[config.mk]
export PLATFORM = sky130hd
export DESIGN_NAME = hex_display_ctrl
export DESIGN_NICKNAME = d
export VERILOG_FILES = /design/src/rtl/hex_display_ctrl_pkg.sv /design/src/rtl/hex_display_ctrl_seg_decode.sv /design/src/rtl/hex_display_ctrl.sv
export SDC_FILE = /design/constraint.sdc
export NUM_CORES = 1
export LEC_CHECK = 0
export BUFFER_PORTS_ARGS = -buffer_cell sky130_fd_sc_hd__buf_4
export CAP_MARGIN = 0
export CELL_PAD_IN_SITES_DETAIL_PLACEMENT = 1
export CELL_PAD_IN_SITES_GLOBAL_PLACEMENT = 1
export CORE_ASPECT_RATIO = 1.4
export CORE_MARGIN = 4
export CORE_UTILIZATION = 45
export DETAILED_ROUTE_END_ITERATION = 6
export PLACE_DENSITY_LB_ADDON = 0.1
export SLEW_MARGIN = 30
export SYNTH_ARGS = -nofsm -noshare
export SYNTH_HDL_FRONTEND = slang
export SYNTH_SLANG_ARGS = --single-unit
[constraint.sdc]
create_clock -name CLOCK_50 -period 2.1 [get_ports CLOCK_50]
set_clock_uncertainty 0.1 [all_clocks]
set_input_delay 0.525 -clock CLOCK_50 [delete_from_list [all_inputs] [get_ports CLOCK_50]]
set_output_delay 0.525 -clock CLOCK_50 [all_outputs]
set_load 0.02 [all_outputs]
[src/rtl/hex_display_ctrl_pkg.sv]
// Shared constants for the hex display controller: segment font, blank pattern
// and digit width.
package hex_display_ctrl_pkg;

    localparam int DIGIT_W = 4;

    localparam logic [6:0] BLANK_SEG = 7'b1111111;

    // Active-low font, bit order g..a, index = nibble value.
    localparam logic [15:0][6:0] SEG_FONT = {
        7'b0001110,  // F
        7'b0000110,  // E
        7'b0100001,  // d
        7'b1000110,  // C
        7'b0000011,  // b
        7'b0001000,  // A
        7'b0010000,  // 9
        7'b0000000,  // 8
        7'b1111000,  // 7
        7'b0000010,  // 6
        7'b0010010,  // 5
        7'b0011001,  // 4
        7'b0110000,  // 3
        7'b0100100,  // 2
        7'b1111001,  // 1
        7'b1000000   // 0
    };

endpackage

[src/rtl/hex_display_ctrl_seg_decode.sv]
// Combinational nibble-to-segment decoder with blank override.
import hex_display_ctrl_pkg::*;

module hex_seg_decode (
    input  logic [DIGIT_W-1:0] val,
    input  logic               blank,
    output logic [6:0]         seg
);

    assign seg = blank ? BLANK_SEG : SEG_FONT[val];

endmodule

[src/rtl/hex_display_ctrl.sv]
// Hex display controller: capture register, leading-zero blanking, blink,
// direct-drive segments and a scanned multiplexed output.
import hex_display_ctrl_pkg::*;

module hex_display_ctrl #(
    parameter int NUM_DIGITS = 4,
    parameter int BLINK_DIV  = 25000000,
    parameter int SCAN_DIV   = 50000
) (
    input  logic                        CLOCK_50,
    input  logic                        resetn,
    input  logic [DIGIT_W*NUM_DIGITS-1:0] data_in,
    input  logic                        load,
    input  logic                        blank_lz,
    input  logic [NUM_DIGITS-1:0]       blink_mask,
    output logic                        load_ack,
    output logic [7*NUM_DIGITS-1:0]     HEX,
    output logic [6:0]                  seg_mux,
    output logic [NUM_DIGITS-1:0]       dig_sel
);

    localparam int IDX_W = (NUM_DIGITS > 1) ? $clog2(NUM_DIGITS) : 1;
    localparam int BW    = $clog2(BLINK_DIV);
    localparam int SW    = $clog2(SCAN_DIV);

    logic [NUM_DIGITS-1:0][DIGIT_W-1:0] disp_q, disp_d;
    logic                               cap_q, cap_d;
    logic                               ack_q, ack_d;
    logic [BW-1:0]                      blink_cnt_q, blink_cnt_d;
    logic                               blink_phase_q, blink_phase_d;
    logic [SW-1:0]                      scan_cnt_q, scan_cnt_d;
    logic [IDX_W-1:0]                   scan_idx_q, scan_idx_d;
    logic [NUM_DIGITS-1:0][6:0]         hex_q, hex_d;
    logic [6:0]                         seg_mux_q, seg_mux_d;
    logic [NUM_DIGITS-1:0]              dig_sel_q, dig_sel_d;

    logic [NUM_DIGITS-1:0]              blank_vec;
    logic [NUM_DIGITS-1:0][6:0]         seg_w;
    logic                               all_zero;
    logic                               blink_wrap, scan_wrap;

    // Walk from the top digit down; a digit is a leading zero while every
    // digit above it (and itself) is zero. Digit 0 is always shown.
    always_comb begin
        all_zero  = 1'b1;
        blank_vec = '0;
        for (int k = NUM_DIGITS - 1; k >= 0; k--) begin
            all_zero     = all_zero & (disp_q[k] == '0);
            blank_vec[k] = (blank_lz & all_zero & (k != 0))
                         | (blink_mask[k] & ~blink_phase_q);
        end
    end

    for (genvar k = 0; k < NUM_DIGITS; k++) begin : g_dec
        hex_seg_decode u_dec (
            .val   (disp_q[k]),
            .blank (blank_vec[k]),
            .seg   (seg_w[k])
        );
    end

    always_comb begin
        disp_d        = load ? data_in : disp_q;
        cap_d         = load;
        ack_d         = cap_q;

        blink_wrap    = (blink_cnt_q == BW'(BLINK_DIV - 1));
        blink_cnt_d   = blink_wrap ? '0 : blink_cnt_q + 1'b1;
        blink_phase_d = blink_phase_q ^ blink_wrap;

        scan_wrap     = (scan_cnt_q == SW'(SCAN_DIV - 1));
        scan_cnt_d    = scan_wrap ? '0 : scan_cnt_q + 1'b1;
        scan_idx_d    = scan_idx_q;
        if (scan_wrap)
            scan_idx_d = (scan_idx_q == IDX_W'(NUM_DIGITS - 1)) ? '0 : scan_idx_q + 1'b1;

        // Direct and muxed outputs register from the same decode and index,
        // so seg_mux always matches the selected HEX slice.
        hex_d                 = seg_w;
        seg_mux_d             = seg_w[scan_idx_q];
        dig_sel_d             = '1;
        dig_sel_d[scan_idx_q] = 1'b0;
    end

    always_ff @(posedge CLOCK_50 or negedge resetn) begin
        if (!resetn) begin
            disp_q        <= '0;
            cap_q         <= 1'b0;
            ack_q         <= 1'b0;
            blink_cnt_q   <= '0;
            blink_phase_q <= 1'b1;
            scan_cnt_q    <= '0;
            scan_idx_q    <= '0;
            hex_q         <= {NUM_DIGITS{BLANK_SEG}};
            seg_mux_q     <= BLANK_SEG;
            dig_sel_q     <= '1;
        end else begin
            disp_q        <= disp_d;
            cap_q         <= cap_d;
            ack_q         <= ack_d;
            blink_cnt_q   <= blink_cnt_d;
            blink_phase_q <= blink_phase_d;
            scan_cnt_q    <= scan_cnt_d;
            scan_idx_q    <= scan_idx_d;
            hex_q         <= hex_d;
            seg_mux_q     <= seg_mux_d;
            dig_sel_q     <= dig_sel_d;
        end
    end

    assign load_ack = ack_q;
    assign HEX      = hex_q;
    assign seg_mux  = seg_mux_q;
    assign dig_sel  = dig_sel_q;

endmodule

# Word-level counts from Yosys, hierarchy flattened
# Memory sizes are Yosys's and may differ from the RTL's.
# Cells that the tools add are included.
# totals
mem_bits_ro	448
latch_bits	0
memories	4
in_bits	24
regBits	101
ram_bits	0
out_inout_bits	40
word_cells	66
# classes
reduce_logical	4
mux	15
n_shift	0
bitwise	15
eq_ne	3
order_cmp	6
n_addsub	3
div_mod_pow	0
n_mul	0
# mem_list
name	depth	width	rd	rd_ports_with_merged_regs	write_ports	line_no	source
(no name shown)	16	7	1	0	0	hex_display_ctrl_seg_decode.sv:10	assign seg = blank ? BLANK_SEG : SEG_FONT[val];
(no name shown)	16	7	1	0	0	hex_display_ctrl_seg_decode.sv:10	
(no name shown)	16	7	1	0	0	hex_display_ctrl_seg_decode.sv:10	
(no name shown)	16	7	1	0	0	hex_display_ctrl_seg_decode.sv:10	
# ops
op	n
$mux W7	9
$add A25 B1 Y25 const B	1
$eq A25 B25 Y1 const B	1
$mux W25	1
$lt A4 B5 Y1 const B	4
$add A16 B1 Y16 const B	1
$eq A16 B16 Y1 const B	1
$mux W16	1
$bmux W7 S2	1
$logic_not A4 Y1	3
$and A1 B1 Y1	9
$not A4 Y4	1
$lt A2 B3 Y1 const B	1
$or A1 B1 Y1	3
$add A2 B1 Y2 const B	1
$demux W1 S2	1
$eq A2 B2 Y1 const B	1
$ge A2 B1 Y1 const B	1
$mux W2	1
$logic_and A1 B1 Y1	1
$mux W1	1
$not A1 Y1	1
$xor A1 B1 Y1	1

# Depth between registers and ports, before layout
# depth
word_depth	8
ltp_mapped	9
ltp_nobuf	7

# Hierarchy
# Synthesis repeated with hierarchy kept, for this count alone.
# hier_totals
hier_cells	449
hier_area_um2	5240.0
# by_module_without_submodules
module	area_per_inst_um2	cells_per_inst	instances
hex_display_ctrl	4043.9	309	1
hex_seg_decode	299.0	35	4

# Worst setup path before layout
# Ideal clock, no wire load.
# synth_path
path_type	reg-to-reg
from	reg disp_q[12] (netlist bit)
to	reg seg_mux_q[3], in the netlist seg_mux[3]
n_path_buf	2
t_required_ns	1.910
path_slack_ns	0.227
arrival_time_ns	1.683
synth_period_minus_slack_ns	1.873
setup_ns	0.090
path_stages_with_launch	10
cell_sequence	dfrtp_1 -> inv_1 -> ha_1 -> nor4bb_4 -> buf_6 -> a41oi_4 -> buf_6 -> nand2_2 -> nor2_1 -> o32ai_2
# synth_between
elab_chain_cells	8
elab_cells_between_ends	16
# synth_lines
item	line_no	source
start: declaration	hex_display_ctrl.sv:26	logic [NUM_DIGITS-1:0][DIGIT_W-1:0] disp_q, disp_d;
start signal: assignment	hex_display_ctrl.sv:98	disp_q <= disp_d;
$logic_not A4 Y1	hex_display_ctrl.sv:48	all_zero = all_zero & (disp_q[k] == '0);
$and A1 B1 Y1 (2 in a row)	hex_display_ctrl.sv:48	
$and A1 B1 Y1	hex_display_ctrl.sv:49	blank_vec[k] = (blank_lz & all_zero & (k != 0))
$or A1 B1 Y1	hex_display_ctrl.sv:50	| (blink_mask[k] & ~blink_phase_q);
$mux W7	hex_display_ctrl_seg_decode.sv:10	
$bmux W7 S2 (*)	hex_display_ctrl.sv:80	seg_mux_d = seg_w[scan_idx_q];
$mux W7 (implied by the code) (*)	hex_display_ctrl.sv:80	
net seg_mux_d[3]	hex_display_ctrl.sv:34	logic [6:0] seg_mux_q, seg_mux_d;
end signal: assignment	hex_display_ctrl.sv:106	seg_mux_q <= seg_mux_d;
end: declaration	hex_display_ctrl.sv:34	
# The timed path passes the listed nets; every way through them passes the cells marked *. The select of a mux whose other input is x is not followed.
# A chain may end at the register's enable or synchronous reset.

# Worst setup path after layout
# layout_path
from	reg disp_q[4] (netlist bit)
to	reg seg_mux_q[1], in the netlist seg_mux[1]
# layout_between
elab_chain_cells	7
elab_cells_between_ends	9
# layout_lines
item	line_no
branches (longest 4 deep; another with $mem_v2 Z16 W7)	-
$mux W7 (*)	hex_display_ctrl_seg_decode.sv:10
$bmux W7 S2 (*)	hex_display_ctrl.sv:80
$mux W7 (implied by the code) (*)	hex_display_ctrl.sv:80
net seg_mux_d[1]	hex_display_ctrl.sv:34
# Mark *: on every way through the listed nets, which the timed path passes. The select of a mux whose other input is x is not followed.

==> report_table.html <==
<table>
<tr><th>Metric</th><th>Value</th></tr>
<tr><th colspan="2">Power</th></tr>
<tr><td>Power density over the cells</td><td>between 700 and 800 mW/mm²</td></tr>
<tr><td>Net switching component of the power</td><td>1.284 mW</td></tr>
<tr><td>Internal cell power</td><td>approximately 3.3 mW</td></tr>
<tr><td>Combinational share of power</td><td>0.181</td></tr>
<tr><td>Static power due to leakage</td><td>2.816 nW</td></tr>
<tr><td>Proportion of total power due to net switching</td><td>0.2815</td></tr>
<tr><td>Worst voltage drop across the vdd grid</td><td>a little under 0.4 mV</td></tr>
<tr><td>Flop pwr share</td><td>0.482</td></tr>
<tr><td>Clock network power share</td><td>0.337</td></tr>
<tr><th colspan="2">Drt</th></tr>
<tr><td>Post-route DRC</td><td>0</td></tr>
<tr><td>Post-Route WL</td><td>roughly 13 mm</td></tr>
<tr><td>Vias per std cell</td><td>roughly 5.4</td></tr>
<tr><td>Drt pass-1 iters</td><td>4</td></tr>
<tr><td>Routed length per instance</td><td>18.37 µm</td></tr>
<tr><td>Count of routing violations after the opening detailed-route iteration</td><td>approximately 80</td></tr>
<tr><td>DR vias</td><td>around 3900</td></tr>
<tr><td>Remaining antenna violation count</td><td>0</td></tr>
<tr><th colspan="2">Critical path</th></tr>
<tr><td>Critical path launch point</td><td>disp_q[4]$_DFFE_PN0P_</td></tr>
<tr><td>FF-to-FF path depth</td><td>7</td></tr>
<tr><td>Critical-path top delay cell</td><td>dfrtp_1</td></tr>
<tr><td>CP cell instances</td><td>inv_1, ha_1, nor2b_1, o21ai_0, nand4_1, o31ai_1, nor3_1</td></tr>
<tr><td>Crit Reg-Reg Startpoint</td><td>disp_q[4]$_DFFE_PN0P_</td></tr>
<tr><td>Crit path max-delay family</td><td>flip-flops</td></tr>
<tr><td>Total stage count of the critical path</td><td>7</td></tr>
<tr><td>Worst endpoint data arrival time</td><td>between 2 and 2.5 ns</td></tr>
<tr><td>Kind of capture point of the worst setup path</td><td>flop</td></tr>
<tr><td>Critical path class</td><td>reg -&gt; reg</td></tr>
<tr><td>Crit path buffers/inverters</td><td>1</td></tr>
<tr><td>Critical path required time</td><td>2.27 ns</td></tr>
<tr><td>Startpoint class of the critical path</td><td>flop</td></tr>
<tr><td>Critical Path Fanout Max</td><td>6</td></tr>
<tr><td>Largest stage delay, worst path</td><td>between 0.4 and 0.5 ns</td></tr>
<tr><th colspan="2">CTS</th></tr>
<tr><td>Total CTS buffers</td><td>9</td></tr>
<tr><td>Clock tree from TritonCTS</td><td>yes</td></tr>
<tr><td>Later-pin clock latency in the skew report</td><td>0.35 ns</td></tr>
<tr><td>H-tree levels</td><td>3</td></tr>
<tr><td>Root cell of the clock tree</td><td>clkbuf_16</td></tr>
<tr><td>Clock Tree Buf Depth</td><td>2</td></tr>
<tr><td>Clk sink count</td><td>101</td></tr>
<tr><td>Hold bufs inserted after CTS</td><td>0</td></tr>
<tr><td>Clock-pin transition on the worst setup and hold timing paths</td><td>0.07 ns</td></tr>
<tr><th colspan="2">Cells and area</th></tr>
<tr><td>Summed area of non-filler cells in the final layout</td><td>0.006235 mm²</td></tr>
<tr><td>Number of fill cells</td><td>approximately 1200</td></tr>
<tr><td>Net total in the final layout</td><td>between 600 and 700</td></tr>
<tr><td>Antenna Cells</td><td>0</td></tr>
<tr><td>Share of layout cells above drive strength 1</td><td>0.2974</td></tr>
<tr><td>Synth-to-Final Area Change</td><td>19.35%</td></tr>
<tr><th colspan="2">Synthesis</th></tr>
<tr><td>Mapped cell area</td><td>roughly 0.0052 mm²</td></tr>
<tr><td>Number of flip-flops and latches in the synthesized netlist</td><td>between 100 and 150</td></tr>
<tr><td>Top cells by count, synth</td><td>dfrtp_1, nand2_1, nor2_1</td></tr>
<tr><td>Top post-synthesis cells by area</td><td>dfrtp_1, dfstp_2, ha_1, nand2_1, xor2_1</td></tr>
<tr><td>Most used standard cell by instance count after synthesis</td><td>dfrtp_1</td></tr>
<tr><td>Warning count from the yosys run</td><td>0</td></tr>
<tr><td>Most used DFF post-synth</td><td>dfrtp_1</td></tr>
<tr><td>Part of the Yosys area used for sequential elements</td><td>0.4934</td></tr>
<tr><td>Number of enable flip-flop cells after synthesis</td><td>0</td></tr>
<tr><td>Ys async rst share</td><td>1.000</td></tr>
<tr><td>Cell accounting for the most synthesized area</td><td>dfrtp_1</td></tr>
<tr><td>Gate Count Post-Synth</td><td>approximately 500</td></tr>
<tr><td>Post-synthesis net count</td><td>roughly 540</td></tr>
<tr><td>Number of distinct library cells after synthesis</td><td>between 60 and 70</td></tr>
<tr><td>Mean instance size in the synthesized netlist</td><td>10.60 µm²</td></tr>
<tr><td>Post-synth top area share</td><td>0.2922</td></tr>
<tr><th colspan="2">Place</th></tr>
<tr><td>Post-detailed-placement half-perimeter wirelength</td><td>a little under 10 mm</td></tr>
<tr><td>Post-Place Cell Area</td><td>approximately 0.0060 mm²</td></tr>
<tr><td>IO Port Bufs</td><td>63</td></tr>
<tr><td>Final RePlAce weighted congestion</td><td>0.8517</td></tr>
<tr><th colspan="2">Timing</th></tr>
<tr><td>Count of endpoints failing setup in the final report</td><td>0</td></tr>
<tr><td>Final critical-path required period</td><td>between 1.5 and 2 ns</td></tr>
<tr><td>Setup repair after global routing missed its margin</td><td>no</td></tr>
<tr><td>Max Transition Viols Final</td><td>0</td></tr>
<tr><td>Achievable clock frequency</td><td>around 0.50 GHz</td></tr>
<tr><td>Final Hold Violating Endpoints</td><td>0</td></tr>
<tr><td>Worst slew margin relative to its limit</td><td>0.6677</td></tr>
<tr><td>Slew of the pin with the lowest slew margin</td><td>just under 0.5 ns</td></tr>
<tr><td>Final clock period utilization by the worst path</td><td>0.9437</td></tr>
<tr><td>Sum Neg Setup Slack</td><td>0 ns</td></tr>
<tr><th colspan="2">Global route</th></tr>
<tr><td>All-layer global routing usage</td><td>0.2075</td></tr>
<tr><td>Maximum number of pins on one net before global-route repair</td><td>38</td></tr>
<tr><td>First-pass GRT wire length</td><td>about 22 mm</td></tr>
<tr><td>Number of global-route vias before repair</td><td>around 4300</td></tr>
<tr><td>Antenna violations before repair</td><td>0</td></tr>
<tr><td>GR Overflow Total</td><td>0</td></tr>
<tr><th colspan="2">Job</th></tr>
<tr><td>Max-capacitance violation count</td><td>0</td></tr>
<tr><th colspan="2">Floorplanning</th></tr>
<tr><td>Vertical die dimension</td><td>135.5 µm</td></tr>
<tr><td>Row cnt</td><td>46</td></tr>
<tr><td>Top-level port count</td><td>64</td></tr>
<tr><td>Chip width</td><td>approximately 99 µm</td></tr>
<tr><td>Area inside the core boundary</td><td>~0.011 mm²</td></tr>
<tr><td>Initial core utilization</td><td>0.4607</td></tr>
<tr><td>Area of the die</td><td>0.01342 mm²</td></tr>
<tr><th colspan="2">Hold path</th></tr>
<tr><td>Path type of the worst min-delay path</td><td>in -&gt; async</td></tr>
<tr><th colspan="2">Status</th></tr>
<tr><td>Status</td><td>finished clean</td></tr>
</table>
-- layout make-up --
class	count	area [µm²]	area share
flip-flops and latches	101	2577	0.4134
multi-input cells	345	2437	0.3909
repair buffers	88	689.4	0.1106
clock buffers	14	244.0	0.03913
well taps	144	180.2	0.02890
inverters	25	93.84	0.01505
clock inverters	2	12.51	0.002007
-- kinds of logic after synthesis --
group           Yosys count  share of synthesized area
simple gates            196                     0.1976
compound gates           61                    0.08408
buf+inv                  47                    0.04072
mux                      25                    0.05916
fa+ha+maj                27                    0.06467
flops                   101                     0.4934
xor+xnor                 36                    0.06036
-- layout by cell type (no fill, tap or decap), types with 5 or more instances in the layout --
cell type / count
nand4_1: 16
nor2b_1: 9
o211ai_1: 8
nor3_1: 9
clkbuf_16: 9
inv_1: 23
xnor2_1: 17
o21ai_1: 6
xor2_1: 19
a22oi_1: 5
and3_1: 6
nand3_1: 26
buf_4: 85
nand2_1: 48
dfstp_2: 40
nand2b_1: 7
o21ai_0: 16
ha_1: 27
dfrtp_1: 61
mux2i_1: 5
clkbuf_1: 5
nor2_1: 44
mux2_2: 14
-- metal layers --
metal / up-vias / share of wire / GRT usage
li1: 1852 / - / -
met1: 1954 / 0.40 / 0.2458
met3: 34 / 0.031 / 0.03761
met5: - / 0 / 0
met2: 72 / 0.53 / 0.3614
met4: 0 / 0.036 / 0.09871
-- stage by stage --
step	std cells	hold WS, ns	setup WS, ns	util	total power [mW]
2_1_floorplan	493	0.1294	0.2271	-	2.692
3_3_place_gp	702	0.2356	0.1417	0.5259	3.034
3_5_place_dp	702	0.2405	0.1200	0.5259	3.062
4_1_cts	718	0.05209	0.1059	0.5486	4.613
5_1_grt	719	0.07375	0.0008211	0.5499	4.774
6_report	719	0.03499	0.1183	0.5499	4.561
-- flip-flops by register name (all words and copies together) (netlist names) --
register,cells
HEX,28
ack_d,1
blink_cnt_q,25
blink_phase_q,1
dig_sel,4
disp_q,16
load_ack,1
scan_cnt_q,16
scan_idx_q,2
seg_mux,7
-- path summary, 6_finish.rpt --
| kind | end | slack (ns) |
|---|---|---|
| setup / recovery | seg_mux[1]$_DFF_PN1_ | 0.12 |
| hold / removal | blink_cnt_q[15]$_DFF_PN0_ | 0.03 |
| setup reg to reg | seg_mux[1]$_DFF_PN1_ | 0.12 |
| hold reg to reg | load_ack$_DFF_PN0_ | 0.25 |
| max in group asynchronous | dig_sel[0]$_DFF_PN1_ | 1.21 |
| min in group CLOCK_50 | load_ack$_DFF_PN0_ | 0.25 |
-- what timing repair did --
| action | CTS | global route |
|---|---|---|
| setup endpoints to repair | 0 | 4 |
| gates resized for setup | 0 | 2 |
| buffers inserted | 0 | 1 |
-- power by group through the flow --
stage	registers (mW)	logic [mW]	clock network (mW)
finish	2.20	0.824	1.54
global route	2.21	0.905	1.66
CTS	2.20	0.834	1.58
detailed placement	2.23	0.828	0
global placement	2.23	0.804	0
floorplan	2.31	0.379	0
No activity file was read; power rests on OpenSTA's default activity.
